[src/rtl/display_scan.sv]
// display_scan: time-multiplexed scan controller for a common-anode,
// active-low seven-segment bank. A snapshot of the hex value is taken
// once per frame. Each digit slot begins with a dark guard interval and
// then drives one anode low. Every output is a flop that is loaded with
// the value implied by the next-cycle state.
module display_scan #(
  parameter int NDIGITS = 8,
  parameter int CLKDIV  = 100000,
  parameter int GUARD   = 16
) (
  input  logic                   clk,
  input  logic                   rst,
  input  logic [4*NDIGITS-1:0]   d,
  input  logic [NDIGITS-1:0]     dp,
  input  logic [NDIGITS-1:0]     blank,
  input  logic                   lzs,
  output logic [3:0]             digit,
  output logic [NDIGITS-1:0]     an_n,
  output logic                   dp_n
);

  localparam int CW = (CLKDIV  > 1) ? $clog2(CLKDIV)  : 1;
  localparam int IW = (NDIGITS > 1) ? $clog2(NDIGITS) : 1;
  localparam logic [CW-1:0] CNT_LAST = CW'(CLKDIV - 1);
  localparam logic [CW-1:0] GUARD_C  = CW'(GUARD);
  localparam logic [IW-1:0] IDX_LAST = IW'(NDIGITS - 1);

  logic [CW-1:0]          cnt_q, cnt_d;
  logic [IW-1:0]          idx_q, idx_d;
  logic [4*NDIGITS-1:0]   sd_q, sd_d;
  logic [NDIGITS-1:0]     sdp_q, sdp_d;
  logic [NDIGITS-1:0]     sblank_q, sblank_d;
  logic                   primed_q, primed_d;
  logic [3:0]             digit_q, digit_d;
  logic [NDIGITS-1:0]     an_n_q, an_n_d;
  logic                   dp_n_q, dp_n_d;

  logic                   wrap;
  logic                   load;
  logic [NDIGITS-1:0]     nz_above;
  logic                   seen_nz;
  logic                   suppress;
  logic                   dark;

  // Prescaler, digit index and snapshot next-state. The snapshot loads on
  // the first edge after reset and again whenever the index wraps to 0.
  always_comb begin
    wrap     = (cnt_q == CNT_LAST);
    cnt_d    = wrap ? '0 : cnt_q + 1'b1;
    idx_d    = idx_q;
    if (wrap) begin
      idx_d = (idx_q == IDX_LAST) ? '0 : idx_q + 1'b1;
    end
    load     = !primed_q || (wrap && (idx_q == IDX_LAST));
    sd_d     = load ? d     : sd_q;
    sdp_d    = load ? dp    : sdp_q;
    sblank_d = load ? blank : sblank_q;
    primed_d = 1'b1;
  end

  // nz_above[i] is set when any snapshot nibble at position i or higher is
  // nonzero; a digit with nothing nonzero at or above it is a leading zero.
  always_comb begin
    nz_above = '0;
    seen_nz  = 1'b0;
    for (int i = NDIGITS - 1; i >= 0; i--) begin
      seen_nz     = seen_nz | (sd_d[4*i +: 4] != 4'h0);
      nz_above[i] = seen_nz;
    end
  end

  // Output values for the next-cycle state, so the flops always agree with
  // cnt/idx/snapshot and the decoder input settles during the guard interval.
  always_comb begin
    digit_d  = sd_d[4*idx_d +: 4];
    suppress = lzs && (idx_d != '0) && !nz_above[idx_d];
    dark     = sblank_d[idx_d] || suppress;
    if ((cnt_d < GUARD_C) || dark || !primed_d) begin
      an_n_d = '1;
      dp_n_d = 1'b1;
    end else begin
      an_n_d = ~(NDIGITS'(1) << idx_d);
      dp_n_d = ~sdp_d[idx_d];
    end
  end

  // All state and output flops; reset forces the dark, unprimed state.
  always_ff @(posedge clk or posedge rst) begin
    if (rst) begin
      cnt_q    <= '0;
      idx_q    <= '0;
      sd_q     <= '0;
      sdp_q    <= '0;
      sblank_q <= '0;
      primed_q <= 1'b0;
      digit_q  <= 4'h0;
      an_n_q   <= '1;
      dp_n_q   <= 1'b1;
    end else begin
      cnt_q    <= cnt_d;
      idx_q    <= idx_d;
      sd_q     <= sd_d;
      sdp_q    <= sdp_d;
      sblank_q <= sblank_d;
      primed_q <= primed_d;
      digit_q  <= digit_d;
      an_n_q   <= an_n_d;
      dp_n_q   <= dp_n_d;
    end
  end

  assign digit = digit_q;
  assign an_n  = an_n_q;
  assign dp_n  = dp_n_q;

endmodule

[config.mk]
export PLATFORM = sky130hd
export DESIGN_NAME = display_scan
export DESIGN_NICKNAME = d
export VERILOG_FILES = /design/src/rtl/display_scan.sv
export SDC_FILE = /design/constraint.sdc
export NUM_CORES = 1
export LEC_CHECK = 0
export CAP_MARGIN = 20
export CORE_ASPECT_RATIO = 0.5
export CORE_MARGIN = 2
export CORE_UTILIZATION = 35
export DETAILED_ROUTE_END_ITERATION = 16
export GPL_ROUTABILITY_DRIVEN = 0
export PLACE_DENSITY = 0.58
export SKIP_CTS_REPAIR_TIMING = 1
export SYNTH_ARGS = -nofsm -noshare
export SYNTH_HDL_FRONTEND = slang
export SYNTH_SLANG_ARGS = --single-unit
[constraint.sdc]
create_clock -name clk -period 2.7 [get_ports clk]
set_clock_uncertainty 0.15 [all_clocks]
set_input_delay 0.54 -clock clk [delete_from_list [all_inputs] [get_ports clk]]
set_output_delay 0.54 -clock clk [all_outputs]
set_load 0.005 [all_outputs]
==> results, run 1 <==
- The run finished, with violations left.
- The final reports fail on negative setup slack.
- The antenna cell count is 0.
- The number of hold violations in the final report is 0.
- The wire length of the first global-routing pass is around 16 mm.
- The max-slew violation count is 0.
- The post-synthesis sequential area ratio is 0.495.
- The die is 81.2 um tall.
- The initial standard-cell utilization of the core is 0.357.
- In this run the static leakage power is 2.56 nW.
- The synthesis-to-finish area growth is 44.5%.
- The fraction of the mapped netlist area in compound gates was 0.0615.
- The cell with the most instances after synthesis is dfrtp_1.
- Measured against the total synthesized area, the mux share comes to 0.169.
- The via total after detailed routing is approximately 3300.
- Once detail routing completed, the nets flagged for antenna violations numbered 0.
- The core area is 0.0117 mm^2.
- The unique cell type count in the Yosys netlist is 51.
- The fraction of the core area covered by cells at the end of the flow is 0.515.
- After routing, the total negative slack on setup checks comes to -1.21 ns.
- The power density of the placed cells is around 500 mW/mm^2.
- In this run, CTS created clock tree buffers numbering 9.
- In the synthesized netlist the async set-or-reset flop fraction comes to 1.00.
- The worst setup path is captured at a flop.
- The die outline area is 0.0129 mm^2.
- The path class of the tightest hold or removal check is reg2reg.
- The total half-perimeter wirelength after legalization and detailed placement is approximately 7.2 mm.
- The time the final worst path needs with I/O delays and setup is between 2 and 3 ns.
- In this run, synthesis inferred 0 flip-flops with an integrated enable.
- The vias per cell is between 4 and 5.
- The count of final setup violators is 13.
- In the global route stage, overall resource usage came out at 0.165.
- The post-synthesis net count is roughly 440.
- Of the post-synthesis cell area, the dominant cell type holds 0.438.
- The placement row count is 28.
- The share of the synthesized netlist area taken by xor and xnor gates is 0.0336.
- The horizontal extent of the die is roughly 160 um.
- Summed over all layers, the routed wires come to roughly 10 mm.
- In the final layout, the share of cells above drive strength 1 is 0.311.
- Before CTS, the worst setup slack after placement is -0.223 ns.
- Clock-pin slew was measured on the worst setup and hold paths at approximately 0.060 ns.
- The sequential cells in the finished layout cover a total of 0.00206 mm^2.
- After synthesis, the largest family of logic cells by area is simple AND/OR/NAND/NOR gates.
- For this run, the number of Yosys warnings is 0.
- The number of design rule violations left after detail routing is 0.
- Setup repair after global routing could not meet its margin everywhere.
- Across the run, the number of max-cap violations was 0.
- At the worst endpoint, the arrival time is between 2 and 3 ns.
- The number of global-route vias before repair is between 3000 and 4000.
- The average size of a mapped cell is approximately 11 um^2.
- Global routing finished with a remaining overflow of 0.
- The worst endpoint required time is ~2.8 ns.
- The post-synthesis share of cell area spent on full adders, half adders and majority gates is 0.00900.
- After detailed routing, the average wire length per cell comes to 15.3 um.
- The starting DRC count in detailed routing is 220.
- The area used by multi-input combinational logic is around 0.0021 mm^2.
- After synthesis the netlist holds a flip-flop and latch count of 82.
- Counting the fill cells in the layout gives around 1100.
- The clock sink count is 82.
- Setup slack on the critical path of the routed design comes to -0.122 ns.
- The cell chosen for the clock root is clkbuf_16.
- The worst pin sits at a relative slew slack of 0.596.
- The CTS H-tree depth is 3.
- The synthesized instance count is about 400.
- The buffer depth of the longest clock path is 2.
- Derived from the worst setup path, the maximum achievable clock frequency is between 300 and 400 MHz.
- Sorting the synthesized cells by area gives the leading types as dfrtp_1 (44%), mux2_2 (9.4%), dfstp_2 (5.7%).
- The number of input and output port buffers inserted is 63.
- The critical path startpoint category is a flop.
- The maximum vdd ir drop is 298 uV.
- The critical path is of the reg2reg type.
- The area share of and/or/nand/nor cells after synthesis is 0.184.
- Entering global routing, the biggest net connects between 80 and 90 pins.
- The setup check on the worst reg-to-reg path leaves a slack of -0.12 ns.
- The largest fanout of any net on the critical path is 8.
- The clock tree from TritonCTS is yes.
- In the synthesized netlist the dominant register cell turns out to be dfrtp_1.
- In the finished design, the share of the clock period the worst path needs comes to 1.05.
- The layout net count is between 500 and 600.
- The later pin in the worst-skew pair is clocked with a latency of about 0.34 ns.
- The post-synthesis cell area is between 0.004 and 0.005 mm^2.
- The initial antenna violation count was 0.
- 64 I/O pins were placed.
- The commonest cells after synthesis are dfrtp_1 (73), nor2_1 (59), mux2_2 (35).
- The total iterations of the first detailed-routing run is 4.
- The biggest area consumer among synthesized cells is dfrtp_1.
- For the pin with the worst max-slew slack, the measured transition is approximately 0.6 ns.
## critical path, cell delays in order, from the launching register on
cell,delay [ns]
dfrtp_1,0.37
nand2b_4,0.13
or4_4,0.52
o31ai_4,0.32
buf_12,0.22
mux2i_4,0.25
o22ai_2,0.10
a211oi_2,0.28
o2111a_2,0.29
o311ai_2,0.11
## where the power goes
group	internal [mW]	switching [mW]	total, mW	leakage, nW
logic	0.240	0.157	0.397	1.43
registers	1.31	0.0416	1.36	0.979
clock network	0.747	0.504	1.25	0.142
total	2.30	0.703	3.00	2.56
## state kept, by name, summed over array words and instances, names as in the netlist
name,count
dp_n,1
sdp_q,8
idx_q,3
an_n,8
primed_q,1
cnt_q,17
sd_q,32
sblank_q,8
digit,4
## layer usage
layer | up-vias | share of wire | track usage
met5 | - | 0 | 0
met4 | 0 | 0.010 | 0.0414
met3 | 8 | 0.037 | 0.0411
met2 | 53 | 0.48 | 0.277
met1 | 1639 | 0.47 | 0.215
li1 | 1630 | - | -
## layout by cell type, fill, tap and decap left out, drive strengths merged, types with 2 or more instances in the layout
| master | count |
|---|---|
| o311a | 4 |
| nand2 | 22 |
| dfstp | 9 |
| or3 | 7 |
| nor2b | 3 |
| o21ai | 6 |
| clkinvlp | 3 |
| buf | 65 |
| o2111a | 3 |
| a21oi | 8 |
| clkdlybuf4s50 | 63 |
| o211ai | 3 |
| ha | 3 |
| a31oi | 3 |
| mux2 | 46 |
| nor2 | 60 |
| clkbuf | 13 |
| dfrtp | 73 |
| nand4 | 7 |
| xor2 | 7 |
| nand4b | 2 |
| or4 | 6 |
| o31ai | 2 |
| nor4 | 11 |
| mux2i | 16 |
| xnor2 | 9 |
| nand3 | 13 |
| inv | 14 |
| and3 | 4 |
| nor3 | 19 |
## per-stage QoR
| step | instances | area [um^2] | total power [mW] | hold WS (ns) |
|---|---|---|---|---|
| after floorplan | 390 | 4230 | 1.56 | 0.296 |
| after CTS | 668 | 5670 | 2.99 | 0.353 |
| final | 682 | 6030 | 3.00 | 0.349 |
| after global placement | 652 | 5360 | 1.72 | 0.332 |
| after detailed placement | 652 | 5360 | 1.72 | 0.332 |
| after global routing | 682 | 6030 | 3.13 | 0.365 |
## worst paths after layout
kind | cells after the start | endpoint | start
worst max-delay path | 9 | dp_n | cnt_q[14]
worst min-delay path | 1 | sdp_q[0] | sdp_q[0]
worst max register to register | 9 | dp_n | cnt_q[14]
worst min register to register | 1 | sdp_q[0] | sdp_q[0]
max in group asynchronous | 3 | an_n[6] | rst
min in group asynchronous | 3 | sblank_q[2] | rst
## kinds of logic (layout without fill, tap and decap cells)
kind of cell               count (synthesis)  in the layout
and+or+nand+nor                          157            157
AOI/OAI and AO/OA                         35             36
muxes                                     62             62
adders and majority gates                  3              3
buffers and inverters                     34            160
xor gates and xnor gates                  16             16
other                                      1              1
DFF                                       82             82
## layout make-up
class	instances	area share
Clock buffer	11	0.0403
Clock inverter	5	0.0104
Sequential cell	82	0.342
Multi-Input combinational cell	275	0.353
Inverter	14	0.00934
Tap cell	165	0.0343
Timing Repair Buffer	130	0.211
Note: power is estimated with default switching activity, not from simulation.
==> inputs of run 2 (changes only) <==
--- a/config.mk
+++ b/config.mk
@@ -10,8 +10,9 @@
 export CORE_MARGIN = 2
 export CORE_UTILIZATION = 35
 export DETAILED_ROUTE_END_ITERATION = 16
+export DONT_BUFFER_PORTS = 1
 export GPL_ROUTABILITY_DRIVEN = 0
-export PLACE_DENSITY = 0.58
+export PLACE_DENSITY = 0.51
 export SKIP_CTS_REPAIR_TIMING = 1
 export SYNTH_ARGS = -nofsm -noshare
 export SYNTH_HDL_FRONTEND = slang
==> run 2 against run 1 <==
  * The flow still finishes with violations (negative setup slack)
  * Setup slack improved by 0.050 ns
  * Clock power fell by 12%
  * Register-to-register slack better by 0.05 ns
  * Sequential share of layout area increased by 5.5 points
  * Routed wire length shrank 0.33%
  * Global-route usage up 0.19 points
  * Via count decreased by 7.5%
  * Sequential power hardly changed
  * Design area down 14%
  * Power fell by 9.0%
  * Non-clock buffer count shrank 68
  * Critical path depth grew 3
  * Largest cell class is now registers
==> results, run 2 (same netlist as run 1, synthesis figures left out) <==
- The largest fanout of any net on the critical path is 9.
- Across all setup checks in the final design, the least slack found is -0.0715 ns.
- The run finished, with violations left.
- After detailed routing, the number of remaining DRC violations is 0.
- The worst-case IR drop observed on VDD is 258 uV.
- For the final routed database, the setup TNS stands at -0.157 ns.
- The pin count of the biggest net entering global routing is a little over 80.
- The number of flip-flops in the largest register is 32.
- The library cell used most frequently in the layout, excluding fill and tap cells, is dfrtp_1.
- The headroom to the max-slew limit is 0.594.
- The number of global-route vias before repair is a little over 3000.
- The logic gate share of total power is 0.101.
- The core area is between 0.01 and 0.015 mm^2.
- Derived from the worst setup path, the maximum achievable clock frequency is approximately 360 MHz.
- In this run the count of I/O pins placed on the die edge is 64.
- The final reports fail on negative setup slack.
- The reg-to-reg startpoint is cnt_q[1].
- The later pin in the worst-skew pair is clocked with a latency of approximately 0.33 ns.
- Using the TritonRoute via totals, the vias-per-cell ratio works out to approximately 5.
- The largest registers in the layout are sd_q: 32 flops, cnt_q: 17 flops.
- After global routing the overflow that remains totals 0.
- The worst endpoint required time is about 2.8 ns.
- Walking the worst path, the cells encountered are ha_2 > and3_4 > nand3_2 > buf_6 > o31ai_4 > buf_12 > buf_12 > mux2_4 > nor3_2 > nand4_1 > o2111a_2 > o311ai_1.
- The placement row count is 28.
- Counting every sink on the clock net gives 82.
- The internal power consumption is between 2 and 2.5 mW.
- Once placement finished, the instance area stood at roughly 0.0048 mm^2.
- Once layout is done, the placed cells without fillers occupy just over 0.005 mm^2.
- For the worst setup path, the data arrival time is ~2.8 ns.
- The max-slew violation count is 0.
- The via total after detailed routing is a little over 3000.
- TritonCTS created 9 clock buffers.
- The path type of the worst setup path is reg2reg.
- The delay of the slowest cell on the worst path is roughly 0.35 ns.
- Setup violations remaining at the end of the flow were counted as 6.
- The total half-perimeter wirelength after legalization and detailed placement is between 7 and 8 mm.
- TritonCTS built the clock tree.
- The net switching fraction of the power is 0.240.
- No sink is reached through more buffers than the 2 on the longest clock path.
- The initial antenna violation count is 0.
- The final critical-path share of the clock period is 1.03.
- The initial utilization of the core area, before any placement, comes to 0.357.
- Of the cells placed in the final design, the portion with a size suffix greater than 1 is 0.326.
- The number of input and output port buffers inserted is 0.
- The count of nets left with antenna violations once routing finished came out at 0.
- The floorplan step set the die width to about 160 um.
- From synthesis to final layout, the design area changed by 24.4%.
- The starting DRC count in detailed routing is roughly 160.
- The filler cells instantiated in the layout total around 1100.
- The sum of internal, switching and leakage power is approximately 2.7 mW.
- The library cells used most frequently in the layout, excluding fill and tap cells, are dfrtp_1 (73), nor2_1 (57), buf_4 (53).
- Of the total power, the clock network draws 0.405.
- The clock-pin slew reported for the worst setup and hold paths after clock tree synthesis is 0.06 ns.
- The most common cell type on the critical path is buf_12.
- STA classifies the critical path startpoint as a flop.
- The floorplan step defined a die boundary enclosing around 0.013 mm^2.
- Counting I/O delays and the setup requirement, the final critical path takes 2.77 ns.
- STA classifies the critical path endpoint as a flop.
- For the pin with the worst max-slew slack, the measured transition is around 0.6 ns.
- The total iterations of the first detailed-routing run is 4.
- For this block, the routed nets add up to 10.4 mm of wire.
- The kind of path behind the tightest hold check is in2async.
- Setup repair after global routing could not meet its margin everywhere.
- The wire length of the first global-routing pass is 16.2 mm.
- The number of hold violations in the final report was 0.
- On the critical path, the stage with the largest delay is an instance of dfrtp_1.
- The leakage power figure is 2.26 nW.
- The net switching component of the power is 656 uW.
- Across the run, the number of max-cap violations was 0.
- The CTS H-tree depth is 3.
- The routed wire length per instance is 17.0 um.
- In this run the power density over the cells is 526 mW/mm^2.
- After the last flow step, the layout net total stands at between 400 and 500.
- The register ranked first by flip-flop count is sd_q.
- The critical path starts at cnt_q[1].
- The sequential power share is 0.495.
- The y dimension of the die is slightly above 80 um.
- The root buffer cell chosen for the clock tree is clkbuf_16.
- 0 antenna diodes ended up in the layout.
- In the global route stage, overall resource usage came out at 0.166.
-- run 2: cell count changes in the layout (fill, tap and decap cells not counted), moves of 2 or more --
cell             before  now
clkdlybuf4s50_1      63    0
clkinv_2              0    2
mux2_2               24   22
buf_6                 5    1
mux2i_4               6    0
mux2i_1               8   14
mux2_4               18   20
-- run 2: layer usage --
layer / share of wire / vias to the layer above / track usage
met4: 0.0055 / 0 / 0.0360
met3: 0.045 / 4 / 0.0459
met1: 0.48 / 1545 / 0.227
li1: - / 1493 / -
met2: 0.47 / 37 / 0.267
met5: 0 / - / 0
-- run 2: path summary, 6_finish.rpt --
| path | cells after the start | to | slack [ns] |
|---|---|---|---|
| min | 2 | cnt_q[14] | 0.04 |
| max | 12 | dp_n | -0.07 |
| max in group asynchronous | 2 | an_n[6] | 1.99 |
| max reg2reg | 12 | dp_n | -0.07 |
| min reg2reg | 2 | sblank_q[4] | 0.33 |
| min in group clk | 1 | sdp_q[5] | 0.21 |
-- run 2: power groups by stage --
stage          Combinational (mW)  Clock (mW)  Sequential [mW]
2_1_floorplan               0.202           0             1.36
3_3_place_gp                0.260           0             1.37
3_5_place_dp                0.262           0             1.37
4_1_cts                     0.264        1.14             1.35
5_1_grt                     0.302        1.19             1.36
6_report                    0.276        1.10             1.35
-- run 2: metrics by stage --
stage	cells	hold WS, ns	utilization	worst slack (ns)
floorplan	390	0.296	-	-0.0964
global placement	595	0.316	0.410	-0.140
detailed placement	595	0.323	0.410	-0.166
CTS	610	0.0663	0.433	-0.193
global route	613	0.0927	0.444	-0.206
finish	613	0.0444	0.444	-0.0715
-- run 2: area by class of cell --
class | count | area (um^2) | share of cell area
multi-input cells | 275 | 2020 | 0.390
clock buffers | 10 | 229 | 0.0441
well taps | 165 | 206 | 0.0398
inverters | 14 | 56.3 | 0.0108
repair buffers | 62 | 579 | 0.112
flip-flops and latches | 82 | 2060 | 0.398
clock inverters | 5 | 32.5 | 0.00627
-- run 2: worst max-delay path: cells and delay by family (launching register included) --
kind	cells	cell delay, ns
compound gates	3	0.64
fa+ha+maj	1	0.20
buf+inv	3	0.46
flops	1	0.35
mux	1	0.30
simple gates	4	0.57
==> inputs of run 3 (changes only) <==
--- a/config.mk
+++ b/config.mk
@@ -5,6 +5,7 @@
 export SDC_FILE = /design/constraint.sdc
 export NUM_CORES = 1
 export LEC_CHECK = 0
+export ABC_AREA = 1
 export CAP_MARGIN = 20
 export CORE_ASPECT_RATIO = 0.5
 export CORE_MARGIN = 2
==> run 3 against run 2 <==
  * The run now ends clean
  * Cell count rose by 22%
  * Combinational power shrank 12%
  * Design area shrank 3.7%
  * Global-route usage up 2.1 points
  * Critical path type unchanged
  * Largest cell class unchanged
  * Highest routed layer unchanged
==> results, run 3 <==
- The flow ran to the end, and the final reports show no timing, DRC or antenna violations.
- The synthesis-to-finish area growth is 16.7%.
- The total overflow left after global routing is 0.
- The global-route usage over all layers is 0.187.
- The fraction of the core area covered by cells at the end of the flow is 0.421.
- The y dimension of the die is around 80 um.
- The number of global-route vias before repair was 3505.
- The total half-perimeter wirelength after legalization and detailed placement is 8.07 mm.
- The post-synthesis net count is around 610.
- The average size of a mapped cell is about 7.7 um^2.
- For this configuration, the core starts out at a cell density of 0.360.
- The number of hold violations in the final report came to 0.
- The number of fillers in the final layout is between 1000 and 1500.
- The via total after detailed routing is 3625.
- The clock-pin slew reported for the worst setup and hold paths after clock tree synthesis is 0.07 ns.
- By count the netlist is led by nand2_1 (152), inv_1 (96), dfrtp_1 (73).
- The vias per cell is between 4 and 5.
- The count of synthesis-stage warnings from yosys is 0.
- Based on the critical path, the design can be clocked at up to 392 MHz.
- The most common flop cell mapped by yosys is dfrtp_1.
- The net switching component of the power is between 700 and 800 uW.
- The depth of the worst register-to-register path is 12.
- Leaving out fill and tap cells, the most frequent cells in the layout are nand2_1 (152), inv_1 (90), dfrtp_1 (73).
- In the final layout, the multi-input gates occupy 0.00178 mm^2.
- Clock tree synthesis found a total of just over 80 sinks.
- The worst min-delay path startpoint is blank[2].
- The clock passes through at most 2 buffers.
- The logic gate share of total power is 0.087.
- The leakage power figure is 2.58 nW.
- Across the run, the number of max-cap violations was 0.
- Dividing the final minimum period by the clock period gives 0.944.
- For this run, design rule violations remaining after detail routing come to 0.
- The first global-routing pass estimated ~19 mm of wire.
- Wires add up to about 12 mm.
- For the worst setup path, the data arrival time is roughly 2.7 ns.
- The library cell used most frequently in the layout, excluding fill and tap cells, is nand2_1.
- The initial antenna violation count came to 0.
- Of the cells placed in the final design, the portion with a size suffix greater than 1 is 0.139.
- The cell chosen for the clock root is clkbuf_16.
- The setup check on the worst reg-to-reg path leaves a slack of roughly 0.15 ns.
- Along the worst hold path, the cell count comes to 2.
- For the worst-skew pair, the clock arrives at the later sink with an insertion delay of ~0.34 ns.
- The register cell area after layout is 0.00206 mm^2.
- The reg-to-reg startpoint is cnt_q[5].
- The layout net count is around 630.
- The clock share of power is 0.434.
- Entering global routing, the biggest net connects 65 pins.
- In the final layout, the registers with the most flip-flops are sd_q: 32 flops, cnt_q: 17 flops.
- The worst hold path terminates at sblank_q[2].
- The tightest min-delay check is of the in2reg type.
- The worst endpoint required time is approximately 2.8 ns.
- Dividing the detail-routed wire length by the instance count gives roughly 16 um.
- Synthesis produced 557 cells.
- Counting I/O delays and the setup requirement, the final critical path takes 2.55 ns.
- The internal power consumption is between 2 and 2.5 mW.
- The count of final setup violators is 0.
- The share of total power dissipated in sequential elements is 0.479.
- The share of synthesized area in the top cell type comes to 0.427.
- The most common cell in the synthesized netlist is nand2_1.
- The share of flip-flops with an asynchronous set or reset after synthesis is 1.00.
- Of all nets on the critical path, the largest fanout is 8.
- During I/O placement, the number of pins put on the boundary was 64.
- The register ranked first by flip-flop count is sd_q.
- The path type of the worst setup path is reg2reg.
- After synthesis the cells add up to about 0.0043 mm^2.
- The number of antenna diodes in the final layout is 0.
- The clock tree from TritonCTS is yes.
- The floorplan step set the die width to ~160 um.
- Of the synthesized area, sequential elements account for 0.482.
- After floorplanning, the core was sized to cover between 0.01 and 0.015 mm^2.
- The pre-antenna-repair detailed-routing pass consisted of 6 iterations.
- The critical path endpoint category is a flop.
- The placement row count is 28.
- For the pin with the worst max-slew slack, the measured transition is between 0.4 and 0.5 ns.
- Measured against its own limit, the worst slew margin works out to 0.668.
- The number of enable-type register cells in the synthesized netlist is 0.
- The completed layout was analyzed and its total power is between 2 and 3 mW.
- The antenna violation net count after detailed routing is 0.
- The power density of the placed cells is 554 mW/mm^2.
- The starting DRC count in detailed routing is approximately 280.
- The CTS H-tree depth is 3.
- The biggest area consumer among synthesized cells is dfrtp_1.
- The clock buffer count from CTS is 9.
- The number of flip-flops in the largest register is 32.
- OpenSTA, run right after detailed placement, puts the worst setup slack at between 0.09 and 0.1 ns.
- After synthesis, the netlist uses 35 different library cells.
- The max-slew violation count came to 0.
- The net switching fraction of the power is 0.254.
- STA classifies the critical path startpoint as a flop.
- Port buffering added 0 buffers.
- The final worst slack is approximately 0.15 ns.
- After synthesis, the cell types taking the most area are dfrtp_1 (43%), nand2_1 (13%), inv_1 (8.4%).
- The die outline area is 0.0132 mm^2.
- Across the VDD grid, the largest voltage drop is roughly 260 uV.
- The reg-to-reg critical path endpoint is digit[1].
- The synthesized design contains ~80 register bits.
[run 3: changes by cell type in the layout (fill, tap and decap cells not counted), sizes merged, moves of 9 or more]
cell	change
mux2i	-16
buf	-34
nand2	+138
nor2	-19
nor3	-11
xnor2	-9
nand3	+47
inv	+84
a21oi	+9
mux2	-46
o21ai	+17
nand3b	+12
[run 3: routing by layer]
metal	vias up	global-route usage	wire length, um
li1	1794	-	-
met1	1762	0.264	6020
met2	59	0.291	5110
met3	10	0.0445	389
met4	0	0.0486	117
met5	-	0	0
[run 3: cell type report]
type / instances / share of cell area
timing repair buffer: 28 / 0.0551
tap: 165 / 0.0413
multi-input combinational: 359 / 0.357
clock buffer: 11 / 0.0508
inverter: 98 / 0.0756
clock inverter: 5 / 0.00751
sequential: 82 / 0.413
[run 3: stage by stage]
stage	std cells	cell area [um^2]	hold slack (ns)	setup TNS [ns]
2_1_floorplan	557	4280	0.304	0
3_3_place_gp	726	4580	0.316	0
3_5_place_dp	726	4580	0.316	0
4_1_cts	742	4870	-0.0451	0
5_1_grt	748	5000	0.196	-0.0167
6_report	748	5000	0.198	0
[run 3: power groups by stage]
stage | clock, mW | sequential (mW) | combinational (mW)
global route | 1.28 | 1.33 | 0.276
finish | 1.20 | 1.33 | 0.242
global placement | 0 | 1.35 | 0.235
floorplan | 0 | 1.34 | 0.174
CTS | 1.23 | 1.33 | 0.236
detailed placement | 0 | 1.35 | 0.233
[run 3: how the worst max path moves through the flow]
stage                         start  slack, ns       end  cells after the start
after floorplan            cnt_q[0]       0.50   an_n[0]                     13
after global routing       cnt_q[5]     -0.007   an_n[2]                     16
after detailed placement  cnt_q[12]       0.09   an_n[5]                     14
after CTS                  cnt_q[8]       0.06   an_n[5]                     14
after global placement     cnt_q[0]       0.11   an_n[7]                     14
final                      cnt_q[5]       0.15  digit[1]                     12
[run 3: kinds of logic (layout without fill, tap and decap cells)]
group	after synthesis	after routing	synth area share
flip-flops	82	82	0.482
AO/OA/AOI/OAI	50	50	0.0637
XOR/XNOR	6	6	0.0123
other	1	1	0.000876
AND/OR/NAND/NOR	299	299	0.319
buffers and inverters	116	142	0.113
adder cells (fa/ha/maj)	3	3	0.00877
[run 3: critical path, stage by stage, from the launching register on]
cell	delay [ns]
dfrtp_1	0.38
inv_1	0.13
nand2_1	0.11
nor3_4	0.21
buf_4	0.17
nand4_1	0.10
nand2_2	0.17
inv_1	0.11
nor2_4	0.21
clkinvlp_4	0.21
o21ai_0	0.22
nor3_1	0.10
a21oi_1	0.18
==> variant 1, RTL diff (config.mk and constraints of run 2) <==
Set the parameter `GUARD` to 12 (it was 16).
--- a/src/rtl/display_scan.sv
+++ b/src/rtl/display_scan.sv
@@ -8,3 +8,3 @@
   parameter int CLKDIV  = 100000,
-  parameter int GUARD   = 16
+  parameter int GUARD   = 12
 ) (
Check against the original RTL: no difference found for any inputs over 10 cycles, from zero or initial values and one cycle with rst high; that may be too few to reach the edited logic, so the function may still have changed.
==> variant 1 against run 2 <==
- sequential cell count unchanged
- setup slack gained 91 ps
- total power up 9.1%
- critical path depth shrank 1
- highest routed layer unchanged
- via count increased by 20%
- largest cell class is now multi-input gates
- cell area rose by 15%
- routed wire length rose by 23%
- area after synthesis grew 11%
==> variant 1: results (changes against run 2) <==
** GRT
- The global-route met2 utilization was 0.2754 (was 0.2670).
- Pin count of the biggest net entering global routing :: 38 (was 83)

** Routing
- Met2 wirelength from detailed routing :: 5592 um (was 4866 um)

** Critical path
- Cell class contributing the biggest share of worst-path delay :: simple AND/OR/NAND/NOR gates (was compound AO/OA/AOI/OAI gates)
- The startpoint of the most critical register-to-register path is cnt_q[12]$_DFF_PP0_ (was cnt_q[1]$_DFF_PP0_).
- Critical Path Max Stage Delay :: 460 ps (was 350 ps)
- Slowest-stage cell, CP :: sky130_fd_sc_hd__dfrtp_2 (was sky130_fd_sc_hd__dfrtp_1)
- The maximum fanout encountered on the critical timing path came to 6 (was 9).
- The endpoint of the most critical setup path is an_n[2]$_DFF_PP1_ (was dp_n$_DFF_PP1_).

** Cells and area
- Fin cells :: 691 (was 613)
- Count of clock buffers in the final design :: 11 (was 10)
- The net count of the finished layout is 570 (was 498).
- The multi-input gate count came to 330 (was 275).
- Data buffer area share :: 0.1237 (was 0.1116)
- The sequential portion of the cell area was 0.3481 (was 0.3975).
- Inverters :: 10 (was 14)

** Placed design
- The HPWL after detailed placement came to 9352 um (was 7469 um).
- Placed Instance Area :: 0.005276 mm2 (was 0.004802 mm2)
- The cell total after placement was 664 (was 595).

** Outcome
- Status: complete, no violations (was finished, violations left).

** Yosys
- Fraction of the yosys area taken by sequential cells :: 0.4474 (was 0.4946)
- The net count after synthesis was 503 (was 444).
- Number of instances in the synthesized netlist :: 449 (was 390)
- Cell types with the highest counts after synthesis: 73 x sky130_fd_sc_hd__dfrtp_1, 65 x sky130_fd_sc_hd__nor2_1, 43 x sky130_fd_sc_hd__mux2_2 (was 73 x sky130_fd_sc_hd__dfrtp_1, 59 x sky130_fd_sc_hd__nor2_1, 35 x sky130_fd_sc_hd__mux2_2).

** STA
- Minimum hold slack :: 5.346 ps (was 44.42 ps)
==> variant 1: cell count changes in the layout (fill, tap and decap cells not counted), sizes merged, moves of 7 or more <==
cell	before	now
nand2	22	29
nand2b	1	18
nand3	13	6
nand4	7	14
a211oi	1	17
a22oi	1	9
buf	60	81
nor3	19	5
==> variant 1: worst reg2reg max path, stage by stage, from the launching register on <==
cell and delay (ps):
sky130_fd_sc_hd__dfrtp_2 460, sky130_fd_sc_hd__nor3_4 270, sky130_fd_sc_hd__nand4_4 120, sky130_fd_sc_hd__buf_6 160, sky130_fd_sc_hd__o21ai_4 160, sky130_fd_sc_hd__buf_12 140, sky130_fd_sc_hd__buf_12 120, sky130_fd_sc_hd__mux2_4 190
sky130_fd_sc_hd__o211ai_1 110, sky130_fd_sc_hd__nor4_2 370, sky130_fd_sc_hd__a41oi_2 220, sky130_fd_sc_hd__nand4_1 140
==> variant 1: stage by stage <==
stage	setup slack, ps	power (mW)	setup TNS (ps)
final	19.61	2.980	0
after global routing	-78.15	3.102	-616.9
after CTS	-137.2	2.975	-894.1
after floorplan	-62.31	1.557	-62.31
after global placement	-91.80	1.631	-343.6
after detailed placement	-88.05	1.635	-546.6
==> variant 1: report_power, final <==
group / switching (mW) / internal (mW) / leakage (nW)
combinational: 0.141 / 0.155 / 1.36
clock: 0.497 / 0.833 / 0.156
sequential: 0.0414 / 1.31 / 0.971
==> variant 1: cell families after synthesis <==
logic type | after synthesis | share of synthesized area
AND/OR/NAND/NOR | 185 | 0.2094
flip-flops | 82 | 0.4474
AO/OA/AOI/OAI | 64 | 0.1085
multiplexers | 61 | 0.1538
buffers and inverters | 37 | 0.04151
XOR/XNOR | 16 | 0.03038
adder cells (fa/ha/maj) | 3 | 0.008140
other | 1 | 0.0008131
==> variant 2, RTL diff (config.mk and constraints of run 2) <==
Made on the original files. `sd_q` no longer has a reset.
--- a/src/rtl/display_scan.sv
+++ b/src/rtl/display_scan.sv
@@ -91,3 +91,2 @@
       idx_q    <= '0;
-      sd_q     <= '0;
       sdp_q    <= '0;
@@ -101,3 +100,2 @@
       idx_q    <= idx_d;
-      sd_q     <= sd_d;
       sdp_q    <= sdp_d;
@@ -111,2 +109,6 @@
 
+  always_ff @(posedge clk) begin
+    sd_q <= sd_d;
+  end
+
   assign digit = digit_q;
Check against the original RTL: no difference found for any inputs over 10 cycles, from zero or initial values and one cycle with rst high; that may be too few to reach the edited logic, so the function may still have changed.
==> variant 2 against run 2 <==
- the run still ends with negative setup slack left
- routed wire length grew 2.9%
- cell area grew 2.7%
- global-route usage grew 0.55 points
- non-clock buffer count grew 19
- sequential cell count is the same
- area after synthesis shrank 3.8%
- sequential power is essentially flat
- setup slack lost 63 ps
- total power grew 6.1%
- critical path type unchanged
- largest cell class is now multi-input gates
==> variant 2: results (changes against run 2) <==
** Clock tree
- The clock reaches the later pin of the worst-skew pair after 340 ps.
- The clock tree root driver cell is sky130_fd_sc_hd__clkbuf_16 (unchanged).

** Placed design
- Placed Cells :: 571 (was 595)
- The HPWL after detailed placement came to 7706 um (was 7469 um).
- Placed Instance Area :: 0.004542 mm2 (was 0.004802 mm2)
- Post-place setup slack :: -225.3 ps (was -165.8 ps)

** Cells and area
- The number of fill cells in the layout came to 1030 (was 1148).
- Post-layout net count :: 517 (was 498)
- The share of the core filled with cells is 0.4808 (was 0.4435).
- The number of inserted diodes was 0 (unchanged).
- The ratio of cells with drive above 1 in the final layout was 0.3910 (was 0.3259).

** Power and ir drop
- The maximum ir drop on the vdd rail came to 278.5 uV (was 257.7 uV).
- The leakage power figure came to 2.305 nW (was 2.259 nW).

** Routing
- The iteration count of the initial detailed-routing pass came to 4 (unchanged).
- The violation count after the first detailed-route iteration was 136 (was 159).
- The mean routed wirelength per cell was 17.49 um (was 16.99 um).
- Number of vias per cell :: 5.113 (was 5.023)

** Yosys
- Synth top area cells: sky130_fd_sc_hd__dfrtp_1 26%, sky130_fd_sc_hd__dfxtp_1 16%, sky130_fd_sc_hd__mux2_2 9.8%, sky130_fd_sc_hd__dfstp_2 5.9%, sky130_fd_sc_hd__nor2_1 5.5% (was sky130_fd_sc_hd__dfrtp_1 44%, sky130_fd_sc_hd__mux2_2 9.4%, sky130_fd_sc_hd__dfstp_2 5.7%, sky130_fd_sc_hd__nor2_1 5.3%, sky130_fd_sc_hd__mux2i_1 3.8%).
- Fraction of the yosys area taken by sequential cells :: 0.4744 (was 0.4946)
- Cell types with the highest counts after synthesis :: 59 x sky130_fd_sc_hd__nor2_1, 41 x sky130_fd_sc_hd__dfrtp_1, 35 x sky130_fd_sc_hd__mux2_2 (was 73 x sky130_fd_sc_hd__dfrtp_1, 59 x sky130_fd_sc_hd__nor2_1, 35 x sky130_fd_sc_hd__mux2_2)
- Count of different cell masters after synthesis :: 52 (was 51)
- The async set-or-reset flop fraction in the synthesized netlist was 0.6098 (was 1.000).

** GRT
- The first-pass GRT wire length came to 16360 um (was 16150 um).
- The number of global-route vias before repair was 3190 (was 3092).
- The maximum number of pins on one net before global-route repair is 51 (was 83).
- Overall fraction of global-route tracks in use :: 0.1719 (was 0.1664)

** Critical path
- The data arrival time of the critical path was 2960 ps (was 2840 ps).
- Slowest-stage cell, CP :: sky130_fd_sc_hd__or4_4 (was sky130_fd_sc_hd__dfrtp_1)
- The maximum fanout encountered on the critical timing path is 5 (was 9).
- Critical Path Max Stage Delay :: 530 ps (was 350 ps)

** STA
- Worst-case headroom to the max-slew limit :: 0.5718 (was 0.5937)
- The setup TNS was -1178 ps (was -156.7 ps).
- The total of endpoints with negative setup slack in the final report is 13 (was 6).
- Least setup slack across all paths after layout :: -134.6 ps (was -71.53 ps)

** Min path
- Class of the worst hold path :: in -> async (unchanged)

** Outcome
- Status: finished, violations left (unchanged).
- Violated checks :: negative setup slack (unchanged)
## variant 2: per-layer routing
metal	track usage	vias up	wire length [um]
li1	-	1529	-
met1	0.2050	1542	4805
met2	0.2898	53	5179
met3	0.06840	10	630
met4	0.04954	0	107
met5	0	-	0
## variant 2: final cells by class
class / instances / share of cell area
multi-input cells: 275 / 0.4002
well taps: 145 / 0.03405
inverters: 14 / 0.009864
repair buffers: 81 / 0.1397
flip-flops and latches: 82 / 0.3572
clock buffers: 16 / 0.05895
## variant 2: worst max-delay path, delay by kind of cell, from the launching register on
kind                   cells  cell delay, ps
and+or+nand+nor            4             900
DFF                        1             360
buffers and inverters      2             310
AOI/OAI and AO/OA          3             680
muxes                      1             370
## variant 2: worst paths after layout
path                       cells after the start                    end                start  slack [ps]
max reg2reg                                   10      an_n[1]$_DFF_PP1_  cnt_q[10]$_DFF_PP0_        -130
max                                           10      an_n[1]$_DFF_PP1_  cnt_q[10]$_DFF_PP0_        -130
min                                            2     cnt_q[3]$_DFF_PP0_                  rst         110
max in group asynchronous                      2     digit[2]$_DFF_PP0_                  rst        1860
min reg2reg                                    1        sd_q[0]$_DFF_P_      sd_q[0]$_DFF_P_         330
min in group clk                               2  sblank_q[0]$_DFF_PP0_             blank[0]         200
## variant 2: logic make-up after synthesis
logic type / after synthesis / share of synthesized area
XOR/XNOR: 16 / 0.03494
AO/OA/AOI/OAI: 35 / 0.06395
AND/OR/NAND/NOR: 157 / 0.1912
adder cells (fa/ha/maj): 3 / 0.009358
multiplexers: 62 / 0.1756
buffers and inverters: 34 / 0.04959
other: 1 / 0.0009348
flip-flops: 82 / 0.4744
## variant 2: report_power, final
part	internal [mW]	switching, mW
Combinational	0.164	0.128
Clock	0.787	0.469
Sequential	1.31	0.0418
